[src/rtl/fir_mac_sequencer.sv]
// Serial FIR: circular delay line plus one shared multiply-accumulate stepping over all N+1 taps.
// Results leave on a valid/ready port; coefficients are writable only while idle.
module fir_mac_sequencer #(
    parameter int N       = 5,
    parameter int WIDTH_X = 8,
    parameter int WIDTH_B = 3,
    localparam int WIDTH_Y = WIDTH_X + WIDTH_B + N + 1,
    localparam int ADDR_W  = ($clog2(N + 1) > 1) ? $clog2(N + 1) : 1
) (
    input  logic               clk,
    input  logic               rstn,
    input  logic               s_valid,
    output logic               s_ready,
    input  logic [WIDTH_X-1:0] s_data,
    output logic               m_valid,
    input  logic               m_ready,
    output logic [WIDTH_Y-1:0] m_data,
    input  logic               cfg_we,
    input  logic [ADDR_W-1:0]  cfg_addr,
    input  logic [WIDTH_B-1:0] cfg_data,
    output logic               cfg_err,
    output logic               busy
);
    localparam int PROD_W = WIDTH_X + WIDTH_B;
    localparam logic [ADDR_W-1:0] LAST = ADDR_W'(N);

    typedef enum logic [1:0] {IDLE, MAC, OUT} state_t;

    state_t                     state_reg, state_next;
    logic [ADDR_W-1:0]          wr_ptr_reg, wr_ptr_next;
    logic [ADDR_W-1:0]          tap_reg, tap_next;
    logic [ADDR_W-1:0]          rd_idx;
    logic signed [WIDTH_Y-1:0]  acc_reg, acc_next;
    logic signed [WIDTH_Y-1:0]  m_data_reg, m_data_next;
    logic signed [WIDTH_Y-1:0]  sum;
    logic signed [PROD_W-1:0]   prod;
    logic signed [WIDTH_X-1:0]  line_reg [0:N];
    logic signed [WIDTH_B-1:0]  coef_reg [0:N];
    logic                       cfg_err_reg;
    logic                       cfg_ok;
    logic                       line_we;

    // Tap k reads the sample k steps older than the newest one, wrapping modulo N+1.
    always_comb begin
        if (tap_reg <= wr_ptr_reg)
            rd_idx = wr_ptr_reg - tap_reg;
        else
            rd_idx = ADDR_W'(int'(wr_ptr_reg) + N + 1 - int'(tap_reg));
    end

    assign prod = PROD_W'(coef_reg[tap_reg]) * PROD_W'(line_reg[rd_idx]);
    assign sum  = acc_reg + {{(WIDTH_Y - PROD_W){prod[PROD_W-1]}}, prod};

    assign cfg_ok = cfg_we && (state_reg == IDLE) && (cfg_addr <= LAST);

    always_comb begin
        state_next  = state_reg;
        wr_ptr_next = wr_ptr_reg;
        tap_next    = tap_reg;
        acc_next    = acc_reg;
        m_data_next = m_data_reg;
        line_we     = 1'b0;
        case (state_reg)
            IDLE: begin
                if (s_valid) begin
                    line_we    = 1'b1;
                    acc_next   = '0;
                    tap_next   = '0;
                    state_next = MAC;
                end
            end
            MAC: begin
                acc_next = sum;
                tap_next = tap_reg + 1'b1;
                if (tap_reg == LAST) begin
                    m_data_next = sum;
                    wr_ptr_next = (wr_ptr_reg == LAST) ? '0 : wr_ptr_reg + 1'b1;
                    tap_next    = '0;
                    state_next  = OUT;
                end
            end
            OUT: begin
                if (m_ready)
                    state_next = IDLE;
            end
            default: state_next = IDLE;
        endcase
    end

    always_ff @(posedge clk or negedge rstn) begin
        if (!rstn) begin
            state_reg   <= IDLE;
            wr_ptr_reg  <= '0;
            tap_reg     <= '0;
            acc_reg     <= '0;
            m_data_reg  <= '0;
            cfg_err_reg <= 1'b0;
        end else begin
            state_reg   <= state_next;
            wr_ptr_reg  <= wr_ptr_next;
            tap_reg     <= tap_next;
            acc_reg     <= acc_next;
            m_data_reg  <= m_data_next;
            cfg_err_reg <= cfg_we && !cfg_ok;
        end
    end

    // Delay line and coefficient bank; a coefficient written on the accept edge feeds that sample.
    always_ff @(posedge clk or negedge rstn) begin
        if (!rstn) begin
            for (int i = 0; i <= N; i++) begin
                line_reg[i] <= '0;
                coef_reg[i] <= '0;
            end
        end else begin
            if (line_we)
                line_reg[wr_ptr_reg] <= s_data;
            if (cfg_ok)
                coef_reg[cfg_addr] <= cfg_data;
        end
    end

    assign s_ready = (state_reg == IDLE);
    assign m_valid = (state_reg == OUT);
    assign busy    = (state_reg != IDLE);
    assign m_data  = m_data_reg;
    assign cfg_err = cfg_err_reg;

endmodule

[config.mk]
export PLATFORM = sky130hd
export DESIGN_NAME = fir_mac_sequencer
export DESIGN_NICKNAME = d
export VERILOG_FILES = /design/src/rtl/fir_mac_sequencer.sv
export SDC_FILE = /design/constraint.sdc
export NUM_CORES = 1
export LEC_CHECK = 0
export BUFFER_PORTS_ARGS = -buffer_cell sky130_fd_sc_hd__buf_4
export CAP_MARGIN = 20
export CORE_MARGIN = 8
export CORE_UTILIZATION = 55
export DETAILED_ROUTE_END_ITERATION = 12
export GPL_TIMING_DRIVEN = 0
export HOLD_SLACK_MARGIN = 0.05
export PLACE_DENSITY = 0.76
export SLEW_MARGIN = 10
export SYNTH_ARGS = -nofsm -noshare
export SYNTH_HDL_FRONTEND = slang
export SYNTH_SLANG_ARGS = --single-unit
[constraint.sdc]
create_clock -name clk -period 6.2 [get_ports clk]
set_input_delay 0.93 -clock clk [delete_from_list [all_inputs] [get_ports clk]]
set_output_delay 0.93 -clock clk [all_outputs]
set_load 0.05 [all_outputs]
==> impl_metrics.toml, run 1 <==
[drt]
first_pass_iters = 5
drt_wl_total_um = 17800
drt_iter0_drc = 377
final_antenna_net_count = 0
vias_per_cell = 6.14
drcViolationCount = 0
num_vias = 5311
post_drt_wl_per_cell_um = 20.6

[sta]
hold_violations = 0
period_share_pct = 105
rsz0062_at_grt = "yes"
setup_viol = 12
slew_headroom_pct = 31.5
fin_ws_ns = -0.330
finClkSkew_ns = 0.00743
min_period_ns = 6.53
finalMaxSlewViolations = 0
clock.fmax_mhz = 153
worst-slew-pin-transition_ns = 1.03

[flow_run]
maxCapViolCount = 0

[placement]
dp_hpwl_um = 11200
port_buffers = 39
pre_cts_ws_ns = -0.903
routabilityCongestion = 0.906

[clock_network]
cts.clk_slew.worst_paths_ns = 0.08
numCtsBuffers = 9
cts_root_buf = "clkbuf_16"
clkSinkCount = 109
cts_tree = "built"
cts_buffer_depth = 2
htree_levels = 3
insertion_delay_ns = 0.36

[global_routing]
grt_use_total_pct = 21.0
grt_max_degree = 110
grt_pass1_wl_um = 27700
antenna_found_initial = 0
grt_pass1_vias = 5603
grt_overflow_total = 0

[floorplanning]
die_w_um = 128
initial_core_util_pct = 55.4
dieHeight_um = 128
row_count = 41
core_um2 = 12400
die_area_um2 = 16300
ios = 40

[synth]
syn_area_um2 = 6880
synth_seq_cells = 109
yosysWarnings = 0
synth-edff-count = 0
synth_compound_area_share_pct = 13.9
synthAdderAreaFrac_pct = 10.2
synthCells = 614
yosysTopAreaCell = "dfrtp_1"
synth_top_area_share_pct = 39.6
postSynthNetCount = 682
synth_cell_types = 68
ys.flop_type = "dfrtp_1"
synthMuxAreaShare_pct = 19.4
synth_xor_area_share_pct = 3.13
ys_seq_area_share_pct = 39.6
avgSynthCellArea_um2 = 11.2
synth_top_family_by_area = "multiplexers"
async_flop_share_pct = 100
synthTopCellsByArea = "dfrtp_1 40%, mux2_2 14%, ha_1 6.7%, mux2i_1 3.9%, fa_1 3.5%"
synthSimpleGateAreaFrac_pct = 10.5

[status]
failed_checks = "negative setup slack"
status = "complete, but fails checks"

[worst_setup_path]
critPathArrivalTime_ns = 6.78
critical_path_class = "flop to flop"
worstPathRequired_ns = 6.45
critPathSlowestCell = "a2111oi_0"
cpMostUsedCell = "ha_4"
crit_path_max_fanout = 7
cp-end-kind = "flop"
critPathLaunchType = "flop"
cpPeakStageDelay_ns = 0.80

[layout]
diodes = 0
fin_nets = 756
final_common_cell = "dfrtp_1"
largest_reg_flops = 48
final_cell_mix = "106 x dfrtp_1, 85 x mux2_2, 64 x buf_4"
syn_to_final_growth_pct = 25.8
layout-drive-gt1-share_pct = 41.8

[worst_hold_path]
hp-class = "flop to flop"
final timing paths:
kind	startpoint	to	slack [ns]	cells after the start
hold / removal	m_data[5]$_DFFE_PN0P_	m_data[5]$_DFFE_PN0P_	0.49	2
setup / recovery	wr_ptr_reg[1]$_DFFE_PN0P_	m_data[16]$_DFFE_PN0P_	-0.33	26
setup reg to reg	wr_ptr_reg[1]$_DFFE_PN0P_	m_data[16]$_DFFE_PN0P_	-0.33	26
hold reg to reg	m_data[5]$_DFFE_PN0P_	m_data[5]$_DFFE_PN0P_	0.49	2
min in group asynchronous	rstn	line_reg[37]$_DFFE_PN0P_	0.67	1
max in group asynchronous	rstn	wr_ptr_reg[0]$_DFFE_PN0P_	4.74	1
worst max-delay path: cells and delay by family (launching register included):
kind            cells  cell delay (ns)
flops               1             0.38
fa+ha+maj           6             1.74
simple gates        1             0.06
compound gates     10             2.69
buf+inv             4             0.43
xor+xnor            4             0.83
mux                 1             0.27
Yosys cell counts, types with 3 or more instances:
cell	count
o21ai_0	13
a22o_1	12
mux2_2	85
o22a_1	6
a21o_1	13
xor2_1	5
o21a_1	3
a21oi_1	18
nand2_1	49
nand2b_1	8
nand3_1	9
clkbuf_1	15
a311oi_1	16
fa_1	12
or4_1	7
dfrtp_1	109
mux2i_1	27
nor3_1	6
inv_1	17
o21bai_1	4
xnor2_1	17
o31a_1	3
buf_2	13
a2111oi_0	16
nor2_1	26
nor2b_1	7
ha_1	37
or3_1	3
and3_1	5
mux4_2	3
per-layer routing:
layer / GRT usage, % / part of all wire, %
met5: 0 / 0
met1: 25.7 / 42
met4: 9.23 / 2.4
met2: 35.9 / 51
met3: 3.24 / 4.3
stage by stage:
stage          utilization, %  setup TNS (ns)  instances  hold slack [ns]  area [µm²]
2_1_floorplan               -               0        614            0.456        6900
4_1_cts                  65.7               0        852            0.485        8150
3_5_place_dp             59.7           -8.53        825            0.468        7410
3_3_place_gp             59.7           -6.60        825            0.459        7410
6_report                 69.7           -1.87        865            0.491        8660
5_1_grt                  69.7           -3.52        865            0.516        8660
cell type report:
| class | count | area, µm² |
|---|---|---|
| flip-flops and latches | 109 | 2730 |
| clock inverters | 6 | 55.1 |
| well taps | 172 | 215 |
| inverters | 19 | 83.8 |
| fillers | 893 | 3760 |
| repair buffers | 66 | 523 |
| multi-input cells | 453 | 4630 |
| clock buffers | 10 | 229 |
| plain buffers | 30 | 190 |
cell families after synthesis:
group	Yosys count
DFF	109
buffers and inverters	52
adders and majority gates	49
muxes	117
AOI/OAI and AO/OA	125
and+or+nand+nor	139
xor gates and xnor gates	23
what timing repair did:
action | CTS | global route
hold buffers | 0 | 0
setup buffers | 13 | 12
endpoints found under the setup margin | 14 | 13
gates resized for setup | 80 | 80
pin swaps | 31 | 30
gates cloned | 1 | 0
Power of run 1 is not shown: default switching activity piles up to over one toggle a cycle in this logic, so the estimate is an artifact.
==> inputs of run 2 (changes only) <==
--- a/config.mk
+++ b/config.mk
@@ -5,6 +5,7 @@
 export SDC_FILE = /design/constraint.sdc
 export NUM_CORES = 1
 export LEC_CHECK = 0
+export ABC_AREA = 1
 export BUFFER_PORTS_ARGS = -buffer_cell sky130_fd_sc_hd__buf_4
 export CAP_MARGIN = 20
 export CORE_MARGIN = 8
==> run 2 against run 1 <==
Compared with the run above: the flow now finishes without violations; worst setup slack improved by 0.79 ns; hold slack worse by 0.0051 ns; cell area decreased by 16%; critical endpoint is now m_data[14]$_DFFE_PN0P_; maximum frequency increased by 14%; synthesized cell count grew 29%; largest cell class unchanged.
==> impl_metrics.toml, run 2 <==
[synth]
synth_common_cells = "245 x nand2_1, 109 x dfrtp_1, 95 x o21ai_0"
synthCells = 794
ys.flop_type = "dfrtp_1"
synth-edff-count = 0
postSynthNetCount = 862
syn_area_um2 = 6480
synth_cell_types = 40
avgSynthCellArea_um2 = 8.16
yosysMostFrequentCell = "nand2_1"
synthTopCellsByArea = "dfrtp_1 42%, nand2_1 14%, o21ai_0 7.3%, ha_1 7.1%, inv_1 4.1%"
synth_top_area_share_pct = 42.1
yosysWarnings = 0
async_flop_share_pct = 100
ys_seq_area_share_pct = 42.1
yosysTopAreaCell = "dfrtp_1"
synth_seq_cells = 109

[clock_network]
post_cts_resized = 0
clkSinkCount = 109
hold_buffers = 0
numCtsBuffers = 9
cts_root_buf = "clkbuf_16"
post_cts_buffers = 0
cts_tree = "built"
cts.clk_slew.worst_paths_ns = 0.07
htree_levels = 3
insertion_delay_ns = 0.36
cts_buffer_depth = 2

[placement]
routabilityCongestion = 0.919
port_buffers = 39
dp_hpwl_um = 11200

[layout]
syn_to_final_growth_pct = 12.3
diodes = 0
nFillCells = 981
final_cell_mix = "245 x nand2_1, 109 x dfrtp_1, 95 x o21ai_0"
final_common_cell = "nand2_1"
fin_nets = 912
largest_reg_flops = 48
layout-drive-gt1-share_pct = 10.5

[worst_setup_path]
critPathSlowestCell = "fa_1"
cpPeakStageDelay_ns = 0.54
critPathLaunchType = "flop"
path_delay_family = "adder cells"
cpMostUsedCell = "nand2_1"
crit_path_max_fanout = 10
critical_path_class = "flop to flop"
critPathArrivalTime_ns = 5.99
worstPathRequired_ns = 6.45
worst-path-buf-inv = 4
cp-end-kind = "flop"

[status]
status = "finished clean"

[drt]
num_vias = 5478
drt_wl_total_um = 14700
vias_per_cell = 5.52
post_drt_wl_per_cell_um = 14.9
final_antenna_net_count = 0
first_pass_iters = 7
drcViolationCount = 0
drt_iter0_drc = 420

[global_routing]
grt_max_degree = 110
antenna_found_initial = 0
grt_pass1_vias = 5378
grt_overflow_total = 0
grt_pass1_wl_um = 25300
grt_use_total_pct = 19.5

[sta]
finClkSkew_ns = 0.00964
finalMaxSlewViolations = 0
rsz0062_at_grt = "no"
slew_headroom_pct = 33.1
min_period_ns = 5.74
period_share_pct = 92.5
setup_viol = 0
clock.fmax_mhz = 174
worst-slew-pin-transition_ns = 1.00
final.setup.tns_ns = 0
hold_violations = 0

[floorplanning]
initial_core_util_pct = 56.5
dieHeight_um = 125
core_um2 = 11500
row_count = 39
die_w_um = 125
die_area_um2 = 15500
ios = 40

[worst_hold_path]
hp-class = "flop to flop"

[flow_run]
maxCapViolCount = 0
## run 2: cell count changes in the layout (fill, tap and decap cells not counted), sizes merged, moves of 8 or more
cell / delta
nand2: +198
o21ai: +88
nor2: +21
inv: +56
mux2i: -16
buf: -36
a2111oi: -16
nand3: +41
a21o: -12
mux2: -76
a22o: -11
a311oi: -16
nand2b: -8
## run 2: tightest hold or removal path: stages (launching register included)
cell	delay [ns]
dfrtp_1	0.35
nand2_1	0.05
o21ai_0	0.05
## run 2: cell families after synthesis
logic type                 Yosys count  synth area share, %
and+or+nand+nor                    364                 23.3
adders and majority gates           49                 10.9
AOI/OAI and AO/OA                  141                 12.3
buffers and inverters               93                 5.66
muxes                               22                 3.59
xor gates and xnor gates            16                 2.16
DFF                                109                 42.1
## run 2: worst paths after layout
check,slack (ns),from,end,depth (start not counted)
min in group asynchronous,0.68,rstn,line_reg[5]$_DFFE_PN0P_,1
max in group asynchronous,4.82,rstn,acc_reg[8]$_DFFE_PN0P_,1
max reg2reg,0.46,wr_ptr_reg[0]$_DFFE_PN0P_,m_data[14]$_DFFE_PN0P_,29
max,0.46,wr_ptr_reg[0]$_DFFE_PN0P_,m_data[14]$_DFFE_PN0P_,29
min reg2reg,0.49,m_data[8]$_DFFE_PN0P_,m_data[8]$_DFFE_PN0P_,2
min,0.49,m_data[8]$_DFFE_PN0P_,m_data[8]$_DFFE_PN0P_,2
## run 2: per-layer routing
layer	wire length (µm)	GRT usage, %	part of all wire [%]	up-vias
met5	0	0	0	-
met4	256	7.02	1.7	0
met3	616	4.04	4.2	21
met2	7200	32.1	49	119
met1	6660	24.8	45	2636
li1	-	-	-	2702
## run 2: through the flow
stage	area, µm²	setup WS (ns)	instances	utilization, %	hold slack (ns)
5_1_grt	7270	0.00127	992	63.4	0.506
4_1_cts	7270	0.484	992	63.4	0.491
3_5_place_dp	6950	0.509	976	60.6	0.473
2_1_floorplan	6480	1.20	794	-	0.448
6_report	7270	0.463	992	63.4	0.486
3_3_place_gp	6950	0.589	976	60.6	0.462
## run 2: final cells by class
class	count	area, µm²	share of cell area, %
clock inverter	5	77.6	1.07
inverter	75	282	3.87
sequential	109	2730	37.5
buffer	18	85.1	1.17
multi-input combinational	592	3380	46.5
tap	143	179	2.46
timing repair buffer	39	297	4.08
clock buffer	11	243	3.34
Power of run 2 is left out for the same reason.
